--- config.mk ---
export PLATFORM = sky130hd
export DESIGN_NAME = ahblite_medfilter_ctrl
export DESIGN_NICKNAME = d
export VERILOG_FILES = /design/src/rtl/ahblite_medfilter_ctrl.sv
export SDC_FILE = /design/constraint.sdc
export NUM_CORES = 1
export LEC_CHECK = 0
export CORE_MARGIN = 1.5
export CORE_UTILIZATION = 52
export CTS_CLUSTER_SIZE = 14
export DETAILED_ROUTE_END_ITERATION = 8
export GPL_ROUTABILITY_DRIVEN = 0
export GPL_TIMING_DRIVEN = 0
export PLACE_DENSITY = 0.82
export SLEW_MARGIN = 40
export SYNTH_ARGS = -nofsm -noshare
export SYNTH_HDL_FRONTEND = slang
export SYNTH_SLANG_ARGS = --single-unit
--- constraint.sdc ---
create_clock -name HCLK -period 3.69 [get_ports HCLK]
set_clock_uncertainty 0.15 [all_clocks]
set_input_delay 0.369 -clock HCLK [delete_from_list [all_inputs] [get_ports HCLK]]
set_output_delay 0.369 -clock HCLK [all_outputs]
set_load 0.05 [all_outputs]
--- src/rtl/ahblite_medfilter_ctrl.sv ---
`default_nettype none
// ============================================================================
// Module   : ahblite_medfilter_ctrl
// Brief    : AHB-Lite register slave and raster frame sequencer for a 3x3
//            median filter core. Issues pixel reads, flags full windows,
//            honours core backpressure, drains the core pipeline, then
//            raises done and an optional level interrupt.
//            Optional cycle/stall counters: define MEDF_CTRL_PERF_EN.
// Revision : 1.0 - initial release
// ============================================================================
module ahblite_medfilter_ctrl #(
    parameter int PA_W     = 16,
    parameter int DIM_W    = 12,
    parameter int FILT_LAT = 4
) (
    input  logic             HCLK,
    input  logic             HRESETn,
    input  logic             HSEL,
    input  logic [31:0]      HADDR,
    input  logic [1:0]       HTRANS,
    input  logic [2:0]       HSIZE,
    input  logic [3:0]       HPROT,
    input  logic             HWRITE,
    input  logic [31:0]      HWDATA,
    input  logic             HREADY,
    output logic             HREADYOUT,
    output logic [31:0]      HRDATA,
    output logic             HRESP,
    output logic             pix_rd,
    output logic [PA_W-1:0]  pix_addr,
    output logic             filt_shift,
    output logic             filt_win_vld,
    input  logic             filt_ready,
    output logic             medf_irq
);

    typedef enum logic [1:0] {
        S_IDLE  = 2'd0,
        S_RUN   = 2'd1,
        S_DRAIN = 2'd2,
        S_DONE  = 2'd3
    } state_t;

    // DRAIN covers one cycle of memory latency plus the core pipeline
    localparam logic [4:0] c_drain_last = 5'(FILT_LAT);

    state_t             r_state;
    state_t             w_state_nxt;

    logic               r_wr_pend;
    logic [2:0]         r_reg_sel;
    logic               r_irq_en;
    logic [DIM_W-1:0]   r_width;
    logic [DIM_W-1:0]   r_height;
    logic [PA_W-1:0]    r_base;
    logic               r_done;
    logic               r_err;

    logic [DIM_W-1:0]   r_fw;
    logic [DIM_W-1:0]   r_fh;
    logic [DIM_W-1:0]   r_row;
    logic [DIM_W-1:0]   r_col;
    logic [PA_W-1:0]    r_addr;
    logic [4:0]         r_drain_cnt;

    logic               w_wr;
    logic               w_wr_ctrl;
    logic               w_wr_status;
    logic               w_start;
    logic               w_abort;
    logic               w_size_ok;
    logic               w_last_pix;
    logic               w_busy;
    logic               w_accept;
    logic               w_err_set;
    logic               w_done_set;
    logic               w_issue;
    logic [31:0]        w_rdata;

    assign HREADYOUT = 1'b1;
    assign HRESP     = 1'b0;

    // Register write strobes: address captured last cycle, data this cycle
    assign w_wr        = r_wr_pend & HREADY;
    assign w_wr_ctrl   = w_wr && (r_reg_sel == 3'd0);
    assign w_wr_status = w_wr && (r_reg_sel == 3'd3);
    assign w_abort     = w_wr_ctrl & HWDATA[2];
    assign w_start     = w_wr_ctrl & HWDATA[0] & ~HWDATA[2];

    assign w_size_ok  = (r_width >= DIM_W'(3)) && (r_height >= DIM_W'(3));
    assign w_last_pix = (r_row == r_fh - DIM_W'(1)) && (r_col == r_fw - DIM_W'(1));
    assign w_busy     = (r_state != S_IDLE);

    assign pix_rd   = w_issue;
    assign pix_addr = r_addr;

    // Bus address phase capture (held while another slave stalls the bus)
    always_ff @(posedge HCLK or negedge HRESETn) begin
        if (!HRESETn) begin
            r_wr_pend <= 1'b0;
            r_reg_sel <= 3'd0;
        end else if (HREADY) begin
            r_wr_pend <= HSEL & HTRANS[1] & HWRITE;
            r_reg_sel <= HADDR[4:2];
        end
    end

    // Programmable configuration registers
    always_ff @(posedge HCLK or negedge HRESETn) begin
        if (!HRESETn) begin
            r_irq_en <= 1'b0;
            r_width  <= '0;
            r_height <= '0;
            r_base   <= '0;
        end else if (w_wr) begin
            case (r_reg_sel)
                3'd0: r_irq_en <= HWDATA[1];
                3'd1: begin
                    r_width  <= HWDATA[DIM_W-1:0];
                    r_height <= HWDATA[16+DIM_W-1:16];
                end
                3'd2: r_base <= HWDATA[PA_W-1:0];
                default: ;
            endcase
        end
    end

    // Sticky status flags: hardware set takes priority over W1C
    always_ff @(posedge HCLK or negedge HRESETn) begin
        if (!HRESETn) begin
            r_done   <= 1'b0;
            r_err    <= 1'b0;
            medf_irq <= 1'b0;
        end else begin
            if (w_done_set)
                r_done <= 1'b1;
            else if (w_wr_status && HWDATA[1])
                r_done <= 1'b0;
            if (w_err_set)
                r_err <= 1'b1;
            else if (w_wr_status && HWDATA[2])
                r_err <= 1'b0;
            medf_irq <= r_irq_en & (r_done | r_err);
        end
    end

    // FSM state register
    always_ff @(posedge HCLK or negedge HRESETn) begin
        if (!HRESETn)
            r_state <= S_IDLE;
        else
            r_state <= w_state_nxt;
    end

    // FSM next state and per-cycle control; abort overrides everything
    always_comb begin
        w_state_nxt = r_state;
        w_accept    = 1'b0;
        w_err_set   = 1'b0;
        w_done_set  = 1'b0;
        w_issue     = 1'b0;
        case (r_state)
            S_IDLE: begin
                if (w_start) begin
                    if (w_size_ok) begin
                        w_accept    = 1'b1;
                        w_state_nxt = S_RUN;
                    end else begin
                        w_err_set = 1'b1;
                    end
                end
            end
            S_RUN: begin
                if (filt_ready) begin
                    w_issue = 1'b1;
                    if (w_last_pix)
                        w_state_nxt = S_DRAIN;
                end
            end
            S_DRAIN: begin
                if (r_drain_cnt == c_drain_last)
                    w_state_nxt = S_DONE;
            end
            S_DONE: begin
                w_done_set  = 1'b1;
                w_state_nxt = S_IDLE;
            end
            default: w_state_nxt = S_IDLE;
        endcase
        if (w_abort) begin
            w_state_nxt = S_IDLE;
            w_accept    = 1'b0;
            w_err_set   = 1'b0;
            w_done_set  = 1'b0;
            w_issue     = 1'b0;
        end
    end

    // Raster counters, read address and drain timer
    always_ff @(posedge HCLK or negedge HRESETn) begin
        if (!HRESETn) begin
            r_fw        <= '0;
            r_fh        <= '0;
            r_row       <= '0;
            r_col       <= '0;
            r_addr      <= '0;
            r_drain_cnt <= '0;
        end else begin
            if (w_accept) begin
                r_fw   <= r_width;
                r_fh   <= r_height;
                r_row  <= '0;
                r_col  <= '0;
                r_addr <= r_base;
            end else if (w_issue) begin
                r_addr <= r_addr + PA_W'(1);
                if (r_col == r_fw - DIM_W'(1)) begin
                    r_col <= '0;
                    r_row <= r_row + DIM_W'(1);
                end else begin
                    r_col <= r_col + DIM_W'(1);
                end
            end
            if (r_state == S_DRAIN)
                r_drain_cnt <= r_drain_cnt + 5'd1;
            else
                r_drain_cnt <= '0;
        end
    end

    // Core strobes follow the read by one cycle, matching memory latency
    always_ff @(posedge HCLK or negedge HRESETn) begin
        if (!HRESETn) begin
            filt_shift   <= 1'b0;
            filt_win_vld <= 1'b0;
        end else begin
            filt_shift   <= w_issue;
            filt_win_vld <= w_issue && (r_row >= DIM_W'(2)) && (r_col >= DIM_W'(2));
        end
    end

`ifdef MEDF_CTRL_PERF_EN
    logic [31:0] r_cycles;
    logic [31:0] r_stalls;

    // Saturating busy-cycle and backpressure-stall counters
    always_ff @(posedge HCLK or negedge HRESETn) begin
        if (!HRESETn) begin
            r_cycles <= '0;
            r_stalls <= '0;
        end else if (w_accept) begin
            r_cycles <= '0;
            r_stalls <= '0;
        end else begin
            if (w_busy && (r_cycles != 32'hFFFF_FFFF))
                r_cycles <= r_cycles + 32'd1;
            if ((r_state == S_RUN) && !filt_ready && (r_stalls != 32'hFFFF_FFFF))
                r_stalls <= r_stalls + 32'd1;
        end
    end
`endif

    // Read data decode from the registered address
    always_comb begin
        w_rdata = '0;
        case (r_reg_sel)
            3'd0: w_rdata[1] = r_irq_en;
            3'd1: begin
                w_rdata[DIM_W-1:0]     = r_width;
                w_rdata[16+DIM_W-1:16] = r_height;
            end
            3'd2: w_rdata[PA_W-1:0] = r_base;
            3'd3: w_rdata[2:0] = {r_err, r_done, w_busy};
`ifdef MEDF_CTRL_PERF_EN
            3'd4: w_rdata = r_cycles;
            3'd5: w_rdata = r_stalls;
`endif
            default: ;
        endcase
    end

    assign HRDATA = w_rdata;

    // Bus fields this slave does not decode
    logic w_unused_ok;
    assign w_unused_ok = &{1'b0, HADDR[31:5], HADDR[1:0], HTRANS[0], HSIZE, HPROT, HWDATA};

endmodule
`default_nettype wire

==> flow_metrics.py <==
metrics = {
    "outcome": {
        "status": "finished, final reports clean",
    },
    "synthesis": {
        "async_reset_ff_share_pct": 100,
        "ys_types": 65,
        "netlist_area_um2": 6660,
        "synth_area_leaders": "dfrtp_1, mux2_2, nand2_1",
        "avgSynthCellArea_um2": 9.82,
        "synth_top_area_share_pct": 45.5,
        "ys.flop_type": "dfrtp_1",
        "synth_edf_count": 0,
        "synthCells": 678,
        "ys.warnings.count": 0,
        "post-synth-top-area-cell": "dfrtp_1",
        "ys_seq_area_share_pct": 45.5,
        "yosys_register_bits": 121,
    },
    "global_routing": {
        "grt_pass1_wl_um": 29300,
        "antenna_found_initial": 0,
        "grt_overflow": 0,
        "grt_util_all_layers_pct": 28.4,
        "grt_pass1_vias": 5842,
        "grt_max_degree": 73,
    },
    "setup_path": {
        "crit_type": "reg2out",
        "cp_top_family": "simple AND/OR/NAND/NOR gates",
        "critPathBufInv": 3,
        "critical_path.max_fanout": 9,
        "cp_cell_sequence": "clkbuf_1 -> nor4b_1 -> nand2_1 -> nand3_1 -> clkinvlp_4 -> dlygate4sd2_1",
        "arrival_ns": 3.11,
        "slowest_stage": "nand3_1",
        "endpoint_kind": "output port",
        "cp-start-kind": "flop",
        "critPathRequiredTime_ns": 3.17,
        "cpPeakStageDelay_ns": 0.57,
    },
    "timing": {
        "period_share_pct": 98.4,
        "rsz0062_at_grt": "no",
        "fmax_ghz": 0.275,
        "setup_viol": 0,
        "final_max_slew_viol_count": 0,
        "tightest_slew_ns": 0.805,
        "fin_crit_ns": 3.63,
        "fin_hold_ws_ns": 0.311,
        "maxSlewHeadroom_pct": 46.3,
        "fin_setup_tns_ns": 0,
        "hold_viol_final": 0,
    },
    "cts": {
        "h-tree-depth": 4,
        "cts_buffer_depth": 2,
        "numCtsBuffers": 17,
        "cts_root_buffer": "clkbuf_16",
        "cts.clk_slew.worst_paths_ns": 0.06,
        "cts.sinks": 121,
        "clk-insertion-delay-late_ns": 0.42,
        "cts_tree": "built",
    },
    "floorplan": {
        "start_util_pct": 53.0,
        "ios": 133,
        "dieHeight_um": 116,
        "die_area_um2": 13500,
        "dieWidth_um": 116,
        "rows": 41,
        "core_area_um2": 12600,
    },
    "placed_design": {
        "place_area_um2": 7770,
        "portBuffers": 85,
        "dp_hpwl_um": 12500,
        "dp_cells": 940,
    },
    "drt": {
        "via_per_inst": 6.00,
        "wire_per_inst_um": 19.1,
        "vias": 5848,
        "post-route-drc-count": 0,
        "wl_um": 18700,
        "firstDrtPassIters": 5,
        "ant_nets": 0,
        "drtIter0Drc": 521,
    },
    "layout": {
        "layout_commonest_cell": "dfrtp_1",
        "seqCellArea_um2": 3030,
        "area_growth_pct": 27.0,
        "final_area_um2": 8460,
        "layout_common_cells": "dfrtp_1, nand2_1, clkdlybuf4s50_1",
        "finalNonFillerCells": 975,
        "layout-drive-gt1-share_pct": 13.9,
        "num-fill-cells": 877,
        "final_net_count": 883,
        "multi_input_area_um2": 3430,
        "antenna_cells": 0,
    },
    "power_and_ir_drop": {
        "p_per_area_nw_per_um2": 550,
        "p_leak_nw": 3.81,
        "total_power_w": 0.00465,
        "vdd_drop_max_mv": 0.330,
    },
    "run": {
        "cap_violations": 0,
    },
    "hold_path": {
        "hp-class": "in2async",
    },
}
-- path summary, 6_finish.rpt --
| check | startpoint | end | slack (ns) | cells past startpoint |
|---|---|---|---|---|
| max | r_reg_sel[2]$_DFFE_PN0P_ | pix_rd | 0.06 | 6 |
| min | HRESETn | r_height[6]$_DFFE_PN0P_ | 0.31 | 2 |
| max reg2reg | r_reg_sel[0]$_DFFE_PN0P_ | r_fw[0]$_DFFE_PN0N_ | 0.16 | 7 |
| min reg2reg | r_drain_cnt[0]$_DFF_PN0_ | r_drain_cnt[0]$_DFF_PN0_ | 0.34 | 1 |
| max in group asynchronous | HRESETn | r_col[2]$_DFFE_PN0P_ | 2.41 | 3 |
| min in group HCLK | r_drain_cnt[0]$_DFF_PN0_ | r_drain_cnt[0]$_DFF_PN0_ | 0.34 | 1 |
-- what timing repair did --
action                     4_1_cts  5_1_grt
hold endpoints to repair        49        0
buffers inserted                 0        3
gates resized for setup          2        7
setup endpoints to repair       11       37
pin swaps                        0        0
hold buffers                     1        0
-- worst register-to-register path, delay by kind of cell (launching register included) --
kind | cells | cell delay, ns
AOI/OAI and AO/OA | 1 | 0.28
buffers and inverters | 3 | 1.29
DFF | 1 | 0.38
and+or+nand+nor | 3 | 1.26
-- per-layer routing --
layer	GRT usage, %	part of all wire, %	vias to the layer above
li1	-	-	2593
met5	0	0	-
met1	35.7	40	2873
met4	15.0	3.8	0
met2	46.5	49	316
met3	5.92	7.5	66
-- registers in the layout (all words and copies together), names as in the netlist, 2 cells and up --
signal       cells
pix_addr        16
r_base          16
r_col           12
r_drain_cnt      5
r_fh            12
r_fw            12
r_height        12
r_reg_sel        3
r_row           12
r_state          2
r_width         12
-- cell families after synthesis --
| family | Yosys count | synth area share [%] |
|---|---|---|
| mux | 52 | 8.87 |
| buf+inv | 57 | 3.57 |
| other cells | 2 | 0.113 |
| compound gates | 94 | 9.74 |
| simple gates | 281 | 21.9 |
| fa+ha+maj | 14 | 2.63 |
| xor+xnor | 57 | 7.71 |
| flops | 121 | 45.5 |
-- synth_stat cells (3+ instances only) --
cell and count:
o21ai_0 30, a21o_1 4, mux2_2 46, nor2_1 23
buf_4 6, nand2_1 116, and3_1 18, nand3b_1 3
buf_1 4, a31oi_1 5, o21a_1 4, xnor2_1 28
a21oi_1 10, inv_1 18, and2_1 25, xor2_1 28
a211oi_1 4, nand2b_1 3, dfrtp_1 121, nor2b_1 5
nand4_1 13, nand3_1 19, a31o_2 3, ha_1 14
nor3b_1 8, clkbuf_1 28, o211ai_1 4, a22o_1 11
nor3_1 12, mux2i_1 5, nor4_1 17
-- through the flow --
stage	util [%]	worst slack, ns
floorplan	-	0.798
global placement	61.6	-2.48
detailed placement	61.8	-0.453
CTS	66.9	0.00145
global route	67.3	0.0292
finish	67.3	0.0579
-- power by group --
group	internal [W]	switching (W)	total [W]	leakage, nW
clock	0.00116	0.000619	0.00178	0.306
sequential	0.00152	0.000237	0.00176	1.58
combinational	0.000456	0.000657	0.00111	1.93
-- area by class of cell --
class | instances | area share, %
sequential | 121 | 35.8
clock buffer | 20 | 5.40
multi-input combinational | 504 | 40.6
tap | 172 | 2.54
buffer | 38 | 2.00
clock inverter | 12 | 2.04
timing repair buffer | 90 | 10.8
inverter | 18 | 0.843
Note: power is estimated with default switching activity, not from simulation.
